<file path="src/rtl/stack_arb_pkg.sv">
// Shared definitions for the stack arbiter: request op encoding and id width helper.
package stack_arb_pkg;

    localparam logic OP_PUSH = 1'b0;
    localparam logic OP_POP  = 1'b1;

    function automatic int id_width(input int n);
        return (n > 1) ? $clog2(n) : 1;
    endfunction

endpackage

</file>
<file path="src/rtl/stack_arbiter_rr_arbiter.sv">
// Combinational round-robin picker: first eligible requester after last_winner, wrapping.
module rr_arbiter
    import stack_arb_pkg::*;
#(
    parameter  int NUM_REQ = 4,
    localparam int IDW     = id_width(NUM_REQ)
) (
    input  logic [NUM_REQ-1:0] eligible,
    input  logic [IDW-1:0]     last_winner,
    output logic [NUM_REQ-1:0] winner,
    output logic [IDW-1:0]     winner_idx,
    output logic               any
);

    int             idx;
    logic [IDW-1:0] idx_w;

    always_comb begin
        winner     = '0;
        winner_idx = '0;
        any        = 1'b0;
        idx        = 0;
        idx_w      = '0;
        for (int k = 1; k <= NUM_REQ; k++) begin
            idx = int'(last_winner) + k;
            if (idx >= NUM_REQ) begin
                idx = idx - NUM_REQ;
            end
            idx_w = IDW'(idx);
            if (!any && eligible[idx_w]) begin
                any        = 1'b1;
                winner_idx = idx_w;
            end
        end
        if (any) begin
            winner[winner_idx] = 1'b1;
        end
    end

endmodule

</file>
<file path="src/rtl/stack_arbiter.sv">
// Round-robin front end for a shared stack: guards occupancy, drives stack controls,
// and returns popped words to their requesters two cycles after arbitration.
module stack_arbiter
    import stack_arb_pkg::*;
#(
    parameter int NUM_REQ     = 4,
    parameter int STACK_WIDTH = 18,
    parameter int STACK_SIZE  = 4
) (
    input  logic                            clk,
    input  logic                            reset,
    input  logic                            flush,
    input  logic [NUM_REQ-1:0]              req_valid,
    input  logic [NUM_REQ-1:0]              req_op,
    input  logic [NUM_REQ*STACK_WIDTH-1:0]  req_data,
    output logic [NUM_REQ-1:0]              gnt,
    output logic                            gnt_err,
    output logic                            rsp_valid,
    output logic [id_width(NUM_REQ)-1:0]    rsp_id,
    output logic [STACK_WIDTH-1:0]          rsp_data,
    output logic [STACK_SIZE:0]             count,
    output logic                            full,
    output logic                            empty,
    output logic                            stk_push,
    output logic                            stk_pop,
    output logic                            stk_reset,
    output logic [STACK_WIDTH-1:0]          stk_din,
    input  logic [STACK_WIDTH-1:0]          stk_dout
);

    localparam int IDW = id_width(NUM_REQ);
    localparam logic [STACK_SIZE:0] DEPTH_C = {1'b1, {STACK_SIZE{1'b0}}};
    localparam logic [IDW-1:0]      LAST_RST = IDW'(NUM_REQ - 1);

    logic [STACK_WIDTH-1:0] req_word [NUM_REQ];

    for (genvar gi = 0; gi < NUM_REQ; gi++) begin : g_unpack
        assign req_word[gi] = req_data[gi*STACK_WIDTH +: STACK_WIDTH];
    end

    logic [NUM_REQ-1:0]     gnt_q, gnt_d;
    logic                   gnt_err_q, gnt_err_d;
    logic                   stk_push_q, stk_push_d;
    logic                   stk_pop_q, stk_pop_d;
    logic                   stk_reset_q, stk_reset_d;
    logic [STACK_WIDTH-1:0] stk_din_q, stk_din_d;
    logic [STACK_SIZE:0]    count_q, count_d;
    logic [IDW-1:0]         last_q, last_d;
    logic [IDW-1:0]         pop_id_q, pop_id_d;
    logic                   pend_valid_q, pend_valid_d;
    logic [IDW-1:0]         pend_id_q, pend_id_d;

    logic [NUM_REQ-1:0]     eligible;
    logic [NUM_REQ-1:0]     win_oh;
    logic [IDW-1:0]         win_idx;
    logic                   win_any;
    logic                   win_op;
    logic [STACK_WIDTH-1:0] win_data;

    // A request still held during its own grant cycle must not win again.
    assign eligible = req_valid & ~gnt_q;

    rr_arbiter #(
        .NUM_REQ (NUM_REQ)
    ) u_rr (
        .eligible    (eligible),
        .last_winner (last_q),
        .winner      (win_oh),
        .winner_idx  (win_idx),
        .any         (win_any)
    );

    assign win_op   = req_op[win_idx];
    assign win_data = req_word[win_idx];

    assign full  = (count_q == DEPTH_C);
    assign empty = (count_q == '0);

    always_comb begin
        gnt_d        = '0;
        gnt_err_d    = 1'b0;
        stk_push_d   = 1'b0;
        stk_pop_d    = 1'b0;
        stk_reset_d  = flush;
        stk_din_d    = stk_din_q;
        count_d      = count_q;
        last_d       = last_q;
        pop_id_d     = pop_id_q;
        pend_valid_d = stk_pop_q;
        pend_id_d    = pop_id_q;
        if (flush) begin
            count_d      = '0;
            last_d       = LAST_RST;
            pend_valid_d = 1'b0;
        end else if (win_any) begin
            gnt_d  = win_oh;
            last_d = win_idx;
            if (win_op == OP_PUSH) begin
                if (full) begin
                    gnt_err_d = 1'b1;
                end else begin
                    stk_push_d = 1'b1;
                    stk_din_d  = win_data;
                    count_d    = count_q + 1'b1;
                end
            end else begin
                if (empty) begin
                    gnt_err_d = 1'b1;
                end else begin
                    stk_pop_d = 1'b1;
                    pop_id_d  = win_idx;
                    count_d   = count_q - 1'b1;
                end
            end
        end
    end

    always_ff @(posedge clk or posedge reset) begin
        if (reset) begin
            gnt_q        <= '0;
            gnt_err_q    <= 1'b0;
            stk_push_q   <= 1'b0;
            stk_pop_q    <= 1'b0;
            stk_reset_q  <= 1'b1;
            stk_din_q    <= '0;
            count_q      <= '0;
            last_q       <= LAST_RST;
            pop_id_q     <= '0;
            pend_valid_q <= 1'b0;
            pend_id_q    <= '0;
        end else begin
            gnt_q        <= gnt_d;
            gnt_err_q    <= gnt_err_d;
            stk_push_q   <= stk_push_d;
            stk_pop_q    <= stk_pop_d;
            stk_reset_q  <= stk_reset_d;
            stk_din_q    <= stk_din_d;
            count_q      <= count_d;
            last_q       <= last_d;
            pop_id_q     <= pop_id_d;
            pend_valid_q <= pend_valid_d;
            pend_id_q    <= pend_id_d;
        end
    end

    assign gnt       = gnt_q;
    assign gnt_err   = gnt_err_q;
    assign stk_push  = stk_push_q;
    assign stk_pop   = stk_pop_q;
    assign stk_reset = stk_reset_q;
    assign stk_din   = stk_din_q;
    assign count     = count_q;
    assign rsp_valid = pend_valid_q;
    assign rsp_id    = pend_id_q;
    // The stack's registered output is only meaningful in the response cycle.
    assign rsp_data  = pend_valid_q ? stk_dout : '0;

endmodule

</file>
<file path="config.mk">
export PLATFORM = sky130hd
export DESIGN_NAME = stack_arbiter
export DESIGN_NICKNAME = d
export VERILOG_FILES = /design/src/rtl/stack_arb_pkg.sv /design/src/rtl/stack_arbiter_rr_arbiter.sv /design/src/rtl/stack_arbiter.sv
export SDC_FILE = /design/constraint.sdc
export NUM_CORES = 1
export LEC_CHECK = 0
export BUFFER_PORTS_ARGS = -buffer_cell sky130_fd_sc_hd__buf_2
export CORE_UTILIZATION = 39
export DETAILED_ROUTE_END_ITERATION = 10
export MAX_ROUTING_LAYER = met4
export PLACE_DENSITY = 0.81
export SYNTH_ARGS = -nofsm -noshare
export SYNTH_HDL_FRONTEND = slang
export SYNTH_SLANG_ARGS = --single-unit
</file>
<file path="constraint.sdc">
create_clock -name clk -period 3.11 [get_ports clk]
set_input_delay 0.4665 -clock clk [delete_from_list [all_inputs] [get_ports clk]]
set_output_delay 0.4665 -clock clk [all_outputs]
set_load 0.02 [all_outputs]
</file>
==> metrics.json, run 1 <==
{
  "outcome": "complete, no violations",
  "clkSinkCount": 38,
  "netlist-cell-type-count": 42,
  "grt_start_max_net_pins": 25,
  "drt-vias-per-instance": 5.271,
  "dpl_worst_slack_ns": -0.04483,
  "crit_path_cell_trace": "nand2b_2, o221a_2, o21ai_1, o211ai_1, and2_1, fa_1, a21o_1, a21oi_2, nor2b_1, and3_1, o21bai_1, a211oi_1",
  "firstDrtPassIters": 5,
  "p_leak_uw": 0.001821,
  "holdCritPathClass": "input port to asynchronous set/reset pin",
  "detail_route.wirelength_mm": 7.064,
  "io-pin-count": 155,
  "grt.busiest_layer": "met2",
  "cp.buffers_inverters": 0,
  "worst_setup_path_start_kind": "flop",
  "ctsLongestPathBuffers": 2,
  "dp_hpwl_mm": 5.429,
  "groute.layer.met2.usage_pct": 36.50,
  "ys_dominant_reg_cell": "dfrtp_1",
  "count_of_flip_flops_with_a_built_in_enable_after_synthesis": 0,
  "fmax_ghz": 0.3360,
  "first_global_vias": 2335,
  "route.antenna.remaining_nets": 0,
  "worst_ep_required_time_ns": 3.31,
  "design.die.area_um2": 6606,
  "global_route.usage.total_pct": 20.93,
  "area.growth.synth_to_final_pct": 43.70,
  "synth_sequential_area_ratio_pct": 38.95,
  "power-per-cell-area_nw_per_um2": 801.9,
  "final.min_clock_period_ns": 2.976,
  "drt-wirelength-per-cell_um": 14.30,
  "synth_top_cell_area_share_pct": 35.73,
  "via_count": 2604,
  "critPathKind": "flop to flop",
  "post_synth_instance_area_um2": 2451,
  "antennaDiodeCount": 0,
  "ys_ff_latch": 38,
  "async_sr_flop_fraction_pct": 100.0,
  "final.setup.tns_ns": 0,
  "design.final.nets": 524,
  "initial_core_utilization_pct": 40.91,
  "die-width_um": 81.28,
  "design_power_total_uw": 2824,
  "htreeDepth": 2,
  "synth_area_leader_cell": "dfrtp_1",
  "cts_tree": "built",
  "tightestPinTransition_ns": 0.8466,
  "share_of_final_layout_standard_cells_stronger_than_drive_strength_1_pct": 53.70,
  "max_slew_margin_pct": 43.50,
  "syn-mean-instance-area_um2": 9.464,
  "globalRouteMet1Util_pct": 23.70,
  "groute.layer.met3.usage_pct": 2.809,
  "drc_errors": 0,
  "grt_overflow": 0,
  "grt_pass1_wl_mm": 10.35,
  "drt_first_iter_violations": 82,
  "fin_util_pct": 58.79,
  "report.final.slew_viol_count": 0,
  "worst_ep_arrival_time_ns": 3.17,
  "timing.critical_path.max_delay_family": "compound AO/OA/AOI/OAI gates",
  "die_h_um": 81.28,
  "critical_path.slowest_cell": "fa_1",
  "clk_root_buffer_cell": "clkbuf_8",
  "final_worst_path_period_share_pct": 95.69,
  "cts_buffers": 5,
  "worst_skew_pair.late_latency_ns": 0.29,
  "cts.clk_slew.worst_paths_ns": 0.08,
  "ir_worst_vdd_uv": 378.2,
  "worst-path-max-fanout": 5,
  "number_of_antenna_violations_at_the_first_check_in_global_routing": 0,
  "timing.clock.skew_ns": 0.002605,
  "gp_congestion": 0.8023,
  "buffers_on_ports": 154,
  "max_stage_delay_ns": 0.42,
  "critPathCaptureType": "flop",
  "yosysWarnings": 0,
  "final-setup-viol-count": 0,
  "syn_inst": 259,
  "post_cts_hold_buffer_count": 0,
  "post_synthesis_net_count": 365,
  "post_synth_main_area_contributors": "dfrtp_1 36%, mux2_2 14%, nand2_1 6.1%, and2_1 5.6%, a31oi_1 4.6%",
  "placeableCoreArea_um2": 5991,
  "placement_rows": 28,
  "max-cap-violations": 0,
  "timing_hold_violations_final": 0,
  "setup_slack_ns": 0.1342
}
==> repair_timing <==
| action | CTS | global route |
|---|---|---|
| endpoints found under the setup margin | 1 | 1 |
| resized for setup | 1 | 10 |
| pin swaps | 0 | 0 |
| buffers inserted | 0 | 0 |
==> Yosys cell counts, types with 2 or more instances <==
master,n
a21o_1,2
ha_1,4
o21ai_0,3
a211oi_1,3
and2_1,22
nand2b_1,3
dfrtp_1,35
mux2_2,30
nor2_1,20
o221ai_1,3
nand3b_1,5
o41ai_1,2
nand2_1,40
a211o_1,2
clkbuf_1,12
buf_6,2
dfstp_2,3
a21oi_1,4
a31oi_1,18
nand3_1,2
and3_1,3
mux2_1,9
inv_1,7
nor2b_1,4
nor4_1,4
==> report_power, final <==
| group | internal, uW | switching [uW] |
|---|---|---|
| clock | 236 | 178 |
| combinational | 681 | 902 |
| sequential | 699 | 129 |
| total | 1620 | 1210 |
==> per-stage QoR <==
stage	cell area [um^2]	instances	hold slack, ns
CTS	3475	494	0.3636
finish	3522	494	0.3387
global route	3522	494	0.3993
global placement	3358	486	0.3566
floorplan	2451	259	0.3486
detailed placement	3358	486	0.3614
==> final timing paths <==
| check | start | endpoint | slack (ns) | cells past startpoint |
|---|---|---|---|---|
| max | gnt[3] | count[4] | 0.13 | 12 |
| min | reset | pend_id_d[1] | 0.34 | 2 |
| max reg2reg | gnt[3] | count[4] | 0.13 | 12 |
| min reg2reg | pend_id_d[0] | rsp_id[0] | 0.37 | 0 |
| max in group asynchronous | reset | stk_din[1] | 2.03 | 3 |
| min in group clk | pend_id_d[0] | rsp_id[0] | 0.37 | 0 |
==> cells in the final DEF (no fill, tap or decap), types with 3 or more instances in the layout <==
master,Yosys,final
a31oi_1,18,18
clkbuf_8,0,5
dfrtp_1,35,35
mux2_1,9,9
nor2b_1,4,4
nand3b_1,5,5
nor2_1,20,19
nand2_1,40,40
and2_1,22,22
and3_1,3,3
nor4_1,4,3
buf_2,1,154
dfstp_2,3,3
o21ai_0,3,3
ha_1,4,4
mux2_2,30,30
buf_4,0,14
inv_1,7,7
==> layer usage <==
| layer | vias to the layer above | wire (um) |
|---|---|---|
| li1 | 1228 | - |
| met2 | 117 | 3736 |
| met4 | 0 | 181 |
| met1 | 1242 | 2747 |
| met5 | - | 0 |
| met3 | 17 | 398 |
==> cell type report <==
cell class	instances	area, um^2
Sequential cell	38	954.7
Clock inverter	3	40.04
Inverter	7	26.28
Tap cell	75	93.84
Timing Repair Buffer	168	875.8
Fill cell	545	2469
Clock buffer	5	68.82
Multi-Input combinational cell	198	1463
==> registers in the layout, summed over array words and instances (netlist names) <==
| register | cells |
|---|---|
| stk_pop | 1 |
| rsp_valid | 1 |
| stk_push | 1 |
| pend_id_d | 2 |
| gnt_err | 1 |
| stk_reset | 1 |
| gnt | 4 |
| count | 5 |
| last_q | 2 |
| rsp_id | 2 |
| stk_din | 18 |
==> worst register-to-register path, stage by stage, from the launching register on <==
cell and delay (ns):
dfrtp_1 0.40, nand2b_2 0.25, o221a_2 0.35, o21ai_1 0.14, o211ai_1 0.14, and2_1 0.23, fa_1 0.42, a21o_1 0.22
a21oi_2 0.16, nor2b_1 0.13, and3_1 0.16, o21bai_1 0.07, a211oi_1 0.23
==> cell families after synthesis <==
group / synth area share [%]
and+or+nand+nor: 22.51
AOI/OAI and AO/OA: 12.86
muxes: 17.92
DFF: 38.95
buffers and inverters: 4.185
adders and majority gates: 2.859
xor gates and xnor gates: 0.7148
No activity file was read; power rests on OpenSTA's default activity.
==> run 2, diff against run 1 <==
- CORE_UTILIZATION: 39 -> 45
- PLACE_DENSITY: 0.81 -> 0.88
- clock period: 3.11 -> 3.5 ns (I/O delays scaled with it)
==> run 2 against run 1 <==
Against the previous run: hold slack better by 0.038 ns; count of clock-buffer cells in the layout up 2; via count down 3.5%.
==> metrics.json, run 2 (synthesis gave the netlist of run 1 again) <==
{
  "reg2reg_depth": 12,
  "critPathKind": "flop to flop",
  "route.antenna.remaining_nets": 0,
  "flip_flop_count_of_the_largest_register_after_layout": 18,
  "drc_errors": 0,
  "max-cap-violations": 0,
  "critPathCaptureType": "flop",
  "timing.reg2reg.setup_slack_ns": 0.30,
  "crit_path_cell_trace": "nand2b_1, o221a_2, o21ai_1, o211ai_1, and2_1, fa_1, a21o_1, a21oi_1, nor2b_1, and3_1, o21bai_1, a211oi_1",
  "worst_hold_path.num_cells": 0,
  "final-setup-viol-count": 0,
  "final.min_clock_period_ns": 3.199,
  "grt_start_max_net_pins": 41,
  "placement_rows": 26,
  "final_worst_path_period_share_pct": 91.41,
  "outcome": "complete, no violations",
  "p_leak_uw": 0.001773,
  "fillerInstances": 414,
  "share_of_final_layout_standard_cells_stronger_than_drive_strength_1_pct": 50.73,
  "clkSinkCount": 38,
  "worst_ep_required_time_ns": 3.70,
  "first_global_vias": 2301,
  "cts_buffers": 5,
  "die_h_um": 75.81,
  "worst-path-max-fanout": 7,
  "fmax_ghz": 0.3126,
  "area.growth.synth_to_final_pct": 38.64,
  "dp_hpwl_mm": 5.353,
  "cts.clk_slew.worst_paths_ns": 0.08,
  "worstReg2RegStart": "gnt[3]",
  "grt_overflow": 0,
  "worst_setup_path_start_kind": "flop",
  "grt_pass1_wl_mm": 10.08,
  "critical_path.slowest_cell": "fa_1",
  "antennaDiodeCount": 0,
  "ir_worst_vdd_uv": 365.6,
  "worst_ep_arrival_time_ns": 3.40,
  "timing_hold_violations_final": 0,
  "design_area_um2": 3398,
  "design.die.area_um2": 5746,
  "report.final.slew_viol_count": 0,
  "htreeDepth": 2,
  "io-pin-count": 155,
  "cts_tree": "built",
  "via_count": 2512,
  "place_inst": 474,
  "post_layout_nonfiller_instances": 482,
  "multi_input_area_um2": 1415,
  "drt_first_iter_violations": 127,
  "initial_core_utilization_pct": 47.39,
  "placed_area_um2": 3299,
  "global_route.usage.total_pct": 24.06,
  "power-per-cell-area_nw_per_um2": 700.9,
  "timing.hold.worst.start": "pend_id_d[1]",
  "timing.clock.skew_ns": 0.01140,
  "tightestPinTransition_ns": 0.9518,
  "firstDrtPassIters": 4,
  "max_slew_margin_pct": 36.39,
  "timing.critical_path.max_delay_family": "compound AO/OA/AOI/OAI gates",
  "layout.cells.most_common": "buf_2",
  "r2r_end": "count[4]",
  "buffers_on_ports": 154,
  "drt-wirelength-per-cell_um": 14.45,
  "register_area_um2": 954.7,
  "placeableCoreArea_um2": 5172,
  "number_of_antenna_violations_at_the_first_check_in_global_routing": 0,
  "hold_end": "rsp_id[1]",
  "drt-vias-per-instance": 5.212,
  "cp.buffers_inverters": 0,
  "most-common-layout-cells": "154 x buf_2, 40 x nand2_1, 35 x dfrtp_1, 30 x mux2_2, 22 x and2_1",
  "final.setup.tns_ns": 0,
  "cts_setup_buffers": 0,
  "die-width_um": 75.81,
  "ctsLongestPathBuffers": 2,
  "clk_root_buffer_cell": "clkbuf_8",
  "max_stage_delay_ns": 0.44,
  "gp_congestion": 0.9475,
  "worst_skew_pair.late_latency_ns": 0.29,
  "holdCritPathClass": "flop to flop",
  "grt_setup_unrepaired": "no",
  "detail_route.wirelength_mm": 6.967,
  "design.final.nets": 517
}
run 2: how the worst max path moves through the flow:
stage	from	to	slack, ns	depth (start not counted)
after floorplan	req_valid[0]	count[4]	0.41	14
after global placement	req_valid[1]	count[4]	0.21	13
after detailed placement	req_valid[1]	count[4]	0.05	13
after CTS	gnt[1]	count[4]	0.15	12
after global routing	gnt[3]	count[4]	0.003	12
final	gnt[3]	count[4]	0.30	12
run 2: repair_timing:
action	CTS	global route
hold buffers	0	0
resized for setup	0	1
endpoints found under the setup margin	0	1
run 2: area by class of cell:
| class | instances | area share (%) |
|---|---|---|
| multi-input cells | 198 | 41.64 |
| flip-flops and latches | 38 | 28.09 |
| repair buffers | 161 | 24.23 |
| well taps | 70 | 2.577 |
| clock buffers | 7 | 2.541 |
| inverters | 7 | 0.7732 |
| clock inverters | 1 | 0.1473 |
run 2: power breakdown:
part	internal [uW]	switching (uW)	total, uW
Clock	159	146	305
Sequential	622	113	735
Combinational	563	780	1340
run 2: metrics by stage:
| stage | utilization [%] | power, uW | setup slack [ns] | hold WS (ns) |
|---|---|---|---|---|
| after floorplan | - | 1651 | 0.4093 | 0.3486 |
| after global placement | 63.79 | 2022 | 0.2068 | 0.3593 |
| after detailed placement | 63.79 | 2078 | 0.05351 | 0.3646 |
| after CTS | 65.55 | 2389 | 0.1476 | 0.3795 |
| after global routing | 65.70 | 2554 | 0.002607 | 0.3984 |
| final | 65.70 | 2382 | 0.3005 | 0.3769 |
run 2: worst register-to-register path, cell delays in order, from the launching register on:
cell	delay, ns
dfrtp_1	0.39
nand2b_1	0.21
o221a_2	0.34
o21ai_1	0.14
o211ai_1	0.18
and2_1	0.28
fa_1	0.44
a21o_1	0.21
a21oi_1	0.28
nor2b_1	0.17
and3_1	0.16
o21bai_1	0.08
a211oi_1	0.24
run 2: layer usage:
layer  routed length, um  track usage [%]
met4                 191            10.49
met2                3646            42.58
met1                2681            27.14
met3                 447            3.042
met5                   0                -
==> run 3, diff against run 2 <==
- GPL_TIMING_DRIVEN: not set -> 0
==> run 3 against run 2 <==
Against the previous run: final cell count rose by 2.5%; first-iteration DRC count rose by 20%; combinational power barely moved; global-route usage rose by 1.1 points; flip-flop and latch count did not move; largest power group unchanged; critical endpoint unchanged; highest routed layer unchanged; critical path depth rose by 2.
==> metrics.json, run 3 (synthesis gave the netlist of run 1 again) <==
{
  "outcome": "complete, no violations",
  "power-per-cell-area_nw_per_um2": 697.2,
  "crit_path_start": "gnt[2]",
  "max-cap-violations": 0,
  "detail_route.wirelength_mm": 7.197,
  "timing.clock.skew_ns": 0.006585,
  "drt-wirelength-per-cell_um": 14.57,
  "die-width_um": 75.81,
  "drc_errors": 0,
  "grt_overflow": 0,
  "placeableCoreArea_um2": 5172,
  "grt_setup_unrepaired": "no",
  "die_h_um": 75.81,
  "fin_hold_ws_ns": 0.3189,
  "clkSinkCount": 38,
  "flip_flop_count_of_the_largest_register_after_layout": 18,
  "final-setup-viol-count": 0,
  "place_inst": 484,
  "cts_buffers": 5,
  "worstReg2RegStart": "gnt[2]",
  "dp_hpwl_mm": 5.657,
  "firstDrtPassIters": 4,
  "worst_ep_required_time_ns": 3.70,
  "drt_first_iter_violations": 153,
  "grt_start_max_net_pins": 24,
  "post_cts_hold_buffer_count": 0,
  "final_worst_path_period_share_pct": 92.91,
  "number_of_antenna_violations_at_the_first_check_in_global_routing": 0,
  "critPathCaptureType": "flop",
  "io-pin-count": 155,
  "p_leak_uw": 0.001791,
  "grt_pass1_wl_mm": 10.45,
  "fin_util_pct": 66.88,
  "drt-vias-per-instance": 5.294,
  "htreeDepth": 2,
  "tightestPinTransition_ns": 1.190,
  "gp_congestion": 0.8056,
  "post_layout_nonfiller_instances": 494,
  "initial_core_utilization_pct": 47.39,
  "critPathKind": "flop to flop",
  "final.min_clock_period_ns": 3.252,
  "fmax_ghz": 0.3075,
  "ir_worst_vdd_uv": 310.6,
  "layout.cells.most_common": "buf_2",
  "first_global_vias": 2311,
  "cts.clk_slew.worst_paths_ns": 0.08,
  "placed_area_um2": 3337,
  "ctsLongestPathBuffers": 2,
  "final.setup.tns_ns": 0,
  "buffers_on_ports": 154,
  "cts_tree": "built",
  "design.die.area_um2": 5746,
  "worst_skew_pair.late_latency_ns": 0.29,
  "timing_hold_violations_final": 0,
  "design.final.nets": 529,
  "via_count": 2615,
  "worst-path-max-fanout": 8,
  "holdCritPathClass": "input port to asynchronous set/reset pin",
  "design_area_um2": 3460,
  "area.growth.synth_to_final_pct": 41.14,
  "global_route.usage.total_pct": 25.14,
  "antennaDiodeCount": 0,
  "report.final.slew_viol_count": 0,
  "share_of_final_layout_standard_cells_stronger_than_drive_strength_1_pct": 49.06,
  "worst_ep_arrival_time_ns": 3.46,
  "most-common-layout-cells": "155 x buf_2, 40 x nand2_1, 35 x dfrtp_1, 30 x mux2_2, 22 x and2_1",
  "route.antenna.remaining_nets": 0,
  "clk_root_buffer_cell": "clkbuf_8",
  "max_slew_margin_pct": 19.92,
  "worst_setup_path_start_kind": "flop",
  "placement_rows": 26
}
## run 3: final timing paths
path,end,slack [ns],cells after the start
max,count[4],0.25,14
min,stk_din[15],0.32,2
max reg2reg,count[4],0.25,14
min reg2reg,rsp_id[0],0.37,0
max in group asynchronous,last_q[1],2.55,3
min in group clk,rsp_id[0],0.37,0
## run 3: cell type report
cell class	count	area, um^2
repair buffers	157	813.3
inverters	7	26.28
fillers	403	1713
clock inverters	1	5.005
multi-input cells	198	1410
plain buffers	16	76.32
clock buffers	7	86.33
well taps	70	87.58
flip-flops and latches	38	954.7
## run 3: repair_timing
| action | CTS | global route |
|---|---|---|
| buffers inserted | 0 | 2 |
| endpoints found under the setup margin | 0 | 1 |
| endpoints found under the hold margin | 0 | 0 |
| resized for setup | 0 | 3 |
## run 3: worst max-delay path, cell delays in order (launching register included)
cell and delay, ns:
dfrtp_1 0.40, and2b_1 0.31, o221ai_1 0.14, a21o_1 0.19, buf_6 0.13, o21bai_4 0.18, and2_1 0.17, buf_2 0.19
fa_1 0.43, a21o_1 0.21, a21oi_2 0.22, nor2b_1 0.16, and3_1 0.16, o21bai_1 0.07, a211oi_1 0.21
## run 3: power breakdown
part	internal (uW)	total, uW	switching, uW	leakage [uW]
logic	577	1370	791	0.00128
clock network	159	314	155	0.0000482
registers	621	729	108	0.000460
## run 3: per-layer routing
layer | vias up | part of all wire [%] | GRT usage (%)
li1 | 1242 | - | -
met1 | 1222 | 39 | 28.73
met2 | 134 | 53 | 43.46
met3 | 17 | 6.3 | 4.762
met4 | 0 | 1.8 | 9.671
met5 | - | 0 | -
## run 3: metrics by stage
step                setup WS, ns  power [uW]
floorplan                 0.4093        1651
finish                    0.2481        2412
CTS                       0.1287        2402
global placement         0.09853        2027
detailed placement      -0.05002        2085
global route            0.004797        2582
